### src/rtl/nibble_serial_adder.sv
// Nibble-serial adder: one 4-bit carry-lookahead slice per cycle, valid/ready on both sides.
// Define SIGNED_OVF_EN to add the signed-overflow output ovf.
module nibble_serial_adder #(
    parameter int unsigned NIBBLES = 4
) (
    input  logic                 clk,
    input  logic                 rst,
    input  logic                 in_valid,
    output logic                 in_ready,
    input  logic [4*NIBBLES-1:0] a,
    input  logic [4*NIBBLES-1:0] b,
    input  logic                 cin,
    output logic                 out_valid,
    input  logic                 out_ready,
    output logic [4*NIBBLES-1:0] sum,
    output logic                 cout
`ifdef SIGNED_OVF_EN
    ,
    output logic                 ovf
`endif
);

    localparam int unsigned W  = 4 * NIBBLES;
    localparam int unsigned KW = (NIBBLES > 1) ? $clog2(NIBBLES) : 1;

    typedef enum logic [1:0] {StIdle, StAdd, StDone} state_e;

    state_e         state_q, state_d;
    logic [W-1:0]   a_q, a_d;
    logic [W-1:0]   b_q, b_d;
    logic [W-1:0]   sum_q, sum_d;
    logic [KW-1:0]  k_q, k_d;
    logic           carry_q, carry_d;
    logic           cout_q, cout_d;
`ifdef SIGNED_OVF_EN
    logic           ovf_q, ovf_d;
`endif

    logic [3:0] nib_a, nib_b, nib_p, nib_g, nib_s;
    logic [4:0] c;
    logic       last_nib;

    // Select the active nibble of the captured operands.
    always_comb begin
        nib_a = '0;
        nib_b = '0;
        for (int unsigned i = 0; i < NIBBLES; i++) begin
            if (k_q == KW'(i)) begin
                nib_a = a_q[4*i +: 4];
                nib_b = b_q[4*i +: 4];
            end
        end
    end

    // Two-level lookahead: every carry is a flat sum of products of G, P and c[0].
    always_comb begin
        nib_p = nib_a ^ nib_b;
        nib_g = nib_a & nib_b;
        c[0]  = carry_q;
        c[1]  = nib_g[0] | (nib_p[0] & c[0]);
        c[2]  = nib_g[1] | (nib_p[1] & nib_g[0]) | (nib_p[1] & nib_p[0] & c[0]);
        c[3]  = nib_g[2] | (nib_p[2] & nib_g[1]) | (nib_p[2] & nib_p[1] & nib_g[0])
              | (nib_p[2] & nib_p[1] & nib_p[0] & c[0]);
        c[4]  = nib_g[3] | (nib_p[3] & nib_g[2]) | (nib_p[3] & nib_p[2] & nib_g[1])
              | (nib_p[3] & nib_p[2] & nib_p[1] & nib_g[0])
              | (nib_p[3] & nib_p[2] & nib_p[1] & nib_p[0] & c[0]);
        nib_s = nib_p ^ c[3:0];
    end

    assign last_nib = (k_q == KW'(NIBBLES - 1));

    always_comb begin
        state_d = state_q;
        a_d     = a_q;
        b_d     = b_q;
        sum_d   = sum_q;
        k_d     = k_q;
        carry_d = carry_q;
        cout_d  = cout_q;
`ifdef SIGNED_OVF_EN
        ovf_d   = ovf_q;
`endif
        unique case (state_q)
            StIdle: begin
                if (in_valid) begin
                    a_d     = a;
                    b_d     = b;
                    carry_d = cin;
                    k_d     = '0;
                    state_d = StAdd;
                end
            end
            StAdd: begin
                for (int unsigned i = 0; i < NIBBLES; i++) begin
                    if (k_q == KW'(i)) begin
                        sum_d[4*i +: 4] = nib_s;
                    end
                end
                carry_d = c[4];
                k_d     = k_q + 1'b1;
                if (last_nib) begin
                    cout_d  = c[4];
`ifdef SIGNED_OVF_EN
                    ovf_d   = c[3] ^ c[4];
`endif
                    k_d     = '0;
                    state_d = StDone;
                end
            end
            StDone: begin
                if (out_ready) begin
                    state_d = StIdle;
                end
            end
            default: state_d = StIdle;
        endcase
    end

    always_ff @(posedge clk or posedge rst) begin
        if (rst) begin
            state_q <= StIdle;
            a_q     <= '0;
            b_q     <= '0;
            sum_q   <= '0;
            k_q     <= '0;
            carry_q <= 1'b0;
            cout_q  <= 1'b0;
`ifdef SIGNED_OVF_EN
            ovf_q   <= 1'b0;
`endif
        end else begin
            state_q <= state_d;
            a_q     <= a_d;
            b_q     <= b_d;
            sum_q   <= sum_d;
            k_q     <= k_d;
            carry_q <= carry_d;
            cout_q  <= cout_d;
`ifdef SIGNED_OVF_EN
            ovf_q   <= ovf_d;
`endif
        end
    end

    assign in_ready  = (state_q == StIdle);
    assign out_valid = (state_q == StDone);
    assign sum       = sum_q;
    assign cout      = cout_q;
`ifdef SIGNED_OVF_EN
    assign ovf       = ovf_q;
`endif

endmodule

### config.mk
export PLATFORM = sky130hd
export DESIGN_NAME = nibble_serial_adder
export DESIGN_NICKNAME = d
export VERILOG_FILES = /design/src/rtl/nibble_serial_adder.sv
export SDC_FILE = /design/constraint.sdc
export NUM_CORES = 1
export LEC_CHECK = 0
export BUFFER_PORTS_ARGS = -buffer_cell sky130_fd_sc_hd__buf_2
export CORE_MARGIN = 2
export CORE_UTILIZATION = 54
export CTS_CLUSTER_SIZE = 8
export DETAILED_ROUTE_END_ITERATION = 16
export GPL_ROUTABILITY_DRIVEN = 0
export PLACE_DENSITY_LB_ADDON = 0.3
export SYNTH_ARGS = -nofsm -noshare
export SYNTH_HDL_FRONTEND = slang
export SYNTH_SLANG_ARGS = --single-unit
export TNS_END_PERCENT = 1
### constraint.sdc
create_clock -name clk -period 4.1 [get_ports clk]
set_clock_uncertainty 0.2 [all_clocks]
set_input_delay 0.82 -clock clk [delete_from_list [all_inputs] [get_ports clk]]
set_output_delay 0.82 -clock clk [all_outputs]
set_load 0.01 [all_outputs]
==> run metrics <==
status=finished clean; Peak supply drop=0.000464 V; Site Rows=25; antenna violations before repair=0; final cell count without fillers=334; # nets final=313; IO Port Bufs=55; Worst setup EP type=flip-flop; Mapped Cells=216; final count of negative-setup-slack endpoints=0; Data arrival, critical path=3170 ps; die width=74.3 um; kind of critical path=reg -> reg; CTS tree=yes; max-slew violation count=0; logic gate share of total power=50.7%; crit path buf inv count=1; TritonCTS buffer count=5; Initial DRC Count=70; CP most frequent cell=a21oi_1; Mean Syn Cell Area=12.3 um2; Sink Count=54; share of layout cells above drive strength 1=39.0%; r2r setup slk=900 ps; Clock Root Buffer=clkbuf_8; Reg2Reg Depth=11; worst hold path depth=2; clock latency on the worst-skew pair=300 ps; Vias=1703; vias in the first global route=1654; switching share of total power=38.0%; Tightest Pin Transition=1090 ps; Initial Util=56.1%; predominant post-synthesis flop cell=dfrtp_1; final hold violations=0; internal power=1.67 mW; Fin Setup TNS=0 ps; Max clock buf depth=2; GRT Util Overall=19.6%; largest net degree at the start of global routing=55; dpl cells=327; Multi-input gate area=1200 um2; ANT cells=0; Avg WL per Cell=15.0 um; CP Cell Sequence=inv_1 -> ha_1 -> nand2_1 -> a21oi_1 -> a21oi_1 -> o21ai_0 -> ha_1 -> a211o_1 -> a21oi_1 -> xor2_1 -> o21ai_0; Die ar.=5520 um2; die height=74.3 um; crit start category=flip-flop; fmax=313 MHz; Vias/cell=5.10; crit path time final=3200 ps; Net Switching=1.02 mW; Slowest cell on crit path=ha_1; DR pass1 iterations=4; CP delay by family, top=compound AO/OA/AOI/OAI gates; Clk pwr share=13.3%; Seq/Total Area, Yosys=50.7%; Worst Path Required=4080 ps; worst reg2reg endpoint=sum[3]; # Post-CTS Setup Buffers=0; synthesized area=2670 um2; WHS Endpoint=sum[9]; pwr dens=887 nW/um2; unrepaired setup endpoints after global routing=false; Final period util=78.0%; P_leak=1.48 nW; R2R Path Start=k_q[1]; Yosys reg bits=54; Synth Warn #=0; grt total ovfl=0; # IOs=56; first-pass GRT wire length=8010 um; Final ANT Viol Nets=0; Hold Path Origin=sum[9]; Reg power frac=36.0%; Post-synth EDFFs=0; largest fanout on the critical path=17; Syn Nets=262; CTS-repair resized insts=0; Synth cell types=35; Slew Limit Headroom=27.5%; fillcell total=402; register area=1350 um2; level count of the clock H-tree=2; hold buffers post-CTS=0; final WL=5010 um; FFs w/ async S/R, synth=100%; DRC Markers=0; Core Footprint=4750 um2; area growth from synthesis to layout=13.8%; HP Class=reg -> reg; CP max stage delay=470 ps; post-DP HPWL=3630 um; CTS clk-pin slew, worst paths=90 ps; max cap viols=0
[power by group through the flow]
stage / Clock (mW) / Combinational (mW) / Sequential [mW]
global placement: 0 / 1.33 / 0.973
CTS: 0.366 / 1.38 / 0.970
global route: 0.391 / 1.51 / 1.01
detailed placement: 0 / 1.38 / 0.977
finish: 0.359 / 1.36 / 0.969
floorplan: 0 / 1.07 / 0.964
[layout by cell type, fill, tap and decap left out]
master,instances
a21o_1,1
ha_1,8
o21ai_0,23
a22oi_1,1
nand2_2,3
nand2b_1,1
nor2_1,1
mux2_1,2
nand2_4,1
mux2_4,30
and2_4,1
buf_2,55
nor2_2,1
a211o_1,1
a22o_1,2
o21ba_2,1
nand3b_1,8
fa_1,1
inv_1,3
xor2_1,2
a21oi_1,17
inv_2,1
o31a_1,1
nor2b_1,3
and2b_1,1
bufinv_16,1
mux2_2,4
dfrtp_1,54
or2b_1,1
o21bai_1,1
xnor2_1,1
clkbuf_8,6
nand2_1,29
o21a_1,1
[synthesized netlist by cell type, drive strengths merged (2+ instances only)]
master | n | area [um2]
a22o | 2 | 17.5
inv | 4 | 15.0
a21oi | 17 | 85.1
clkbuf | 4 | 15.0
nor2 | 2 | 10.0
o21ai | 23 | 115
nor2b | 3 | 18.8
ha | 8 | 100
dfrtp | 54 | 1350
buf | 7 | 88.8
nand3b | 8 | 60.1
mux2 | 36 | 518
nand2 | 33 | 139
xor2 | 2 | 17.5
[cell type report]
cell class | count | share of cell area, %
clock inverter | 1 | 0.989
sequential | 54 | 44.5
inverter | 4 | 0.495
clock buffer | 6 | 2.72
timing repair buffer | 55 | 9.07
multi-input combinational | 147 | 39.4
tap | 67 | 2.76
[worst max-delay path by stage]
stage                      start  depth (start not counted)  endpoint
after floorplan           k_q[0]                         11      cout
after global placement    k_q[1]                         11    sum[3]
after detailed placement  k_q[1]                         11    sum[3]
after CTS                 k_q[1]                         11    sum[3]
after global routing      k_q[1]                         11    sum[3]
final                     k_q[1]                         11    sum[3]
[logic make-up (layout without fill, tap and decap cells)]
group	Yosys count	count (layout)	share of synthesized area, %
XOR/XNOR	3	3	0.985
multiplexers	36	36	19.4
AO/OA/AOI/OAI	49	49	10.3
buffers and inverters	15	66	4.46
AND/OR/NAND/NOR	50	50	9.66
adder cells (fa/ha/maj)	9	9	4.50
flip-flops	54	54	50.7
[worst reg2reg max path, cell delays in order, from the launching register on]
cell,delay [ps]
dfrtp_1,420
inv_1,90
ha_1,470
nand2_1,100
a21oi_1,160
a21oi_1,50
o21ai_0,350
ha_1,300
a211o_1,300
a21oi_1,200
xor2_1,300
o21ai_0,140
[registers in the layout, indices dropped and copies added (netlist names)]
register and cells:
state_q 2, a_q 16, carry_q 1, sum 16, cout 1, b_q 16, k_q 2
[layer usage]
layer | global-route usage, % | vias to the layer above | routed length [um]
met2 | 29.4 | 49 | 2280
met5 | 0 | - | 0
met1 | 28.2 | 796 | 2370
met3 | 4.47 | 10 | 235
met4 | 7.34 | 0 | 127
li1 | - | 848 | -
[per-stage QoR]
step | power, mW | instance area (um2) | setup slack [ps] | utilization, % | hold slack, ps
2_1_floorplan | 2.03 | 2670 | 1270 | - | 280
3_3_place_gp | 2.30 | 2920 | 1070 | 61.5 | 257
3_5_place_dp | 2.35 | 2920 | 867 | 61.5 | 268
4_1_cts | 2.72 | 3040 | 854 | 63.8 | 288
5_1_grt | 2.90 | 3040 | 566 | 63.8 | 323
6_report | 2.69 | 3040 | 901 | 63.8 | 285
Note: power is estimated with default switching activity, not from simulation.
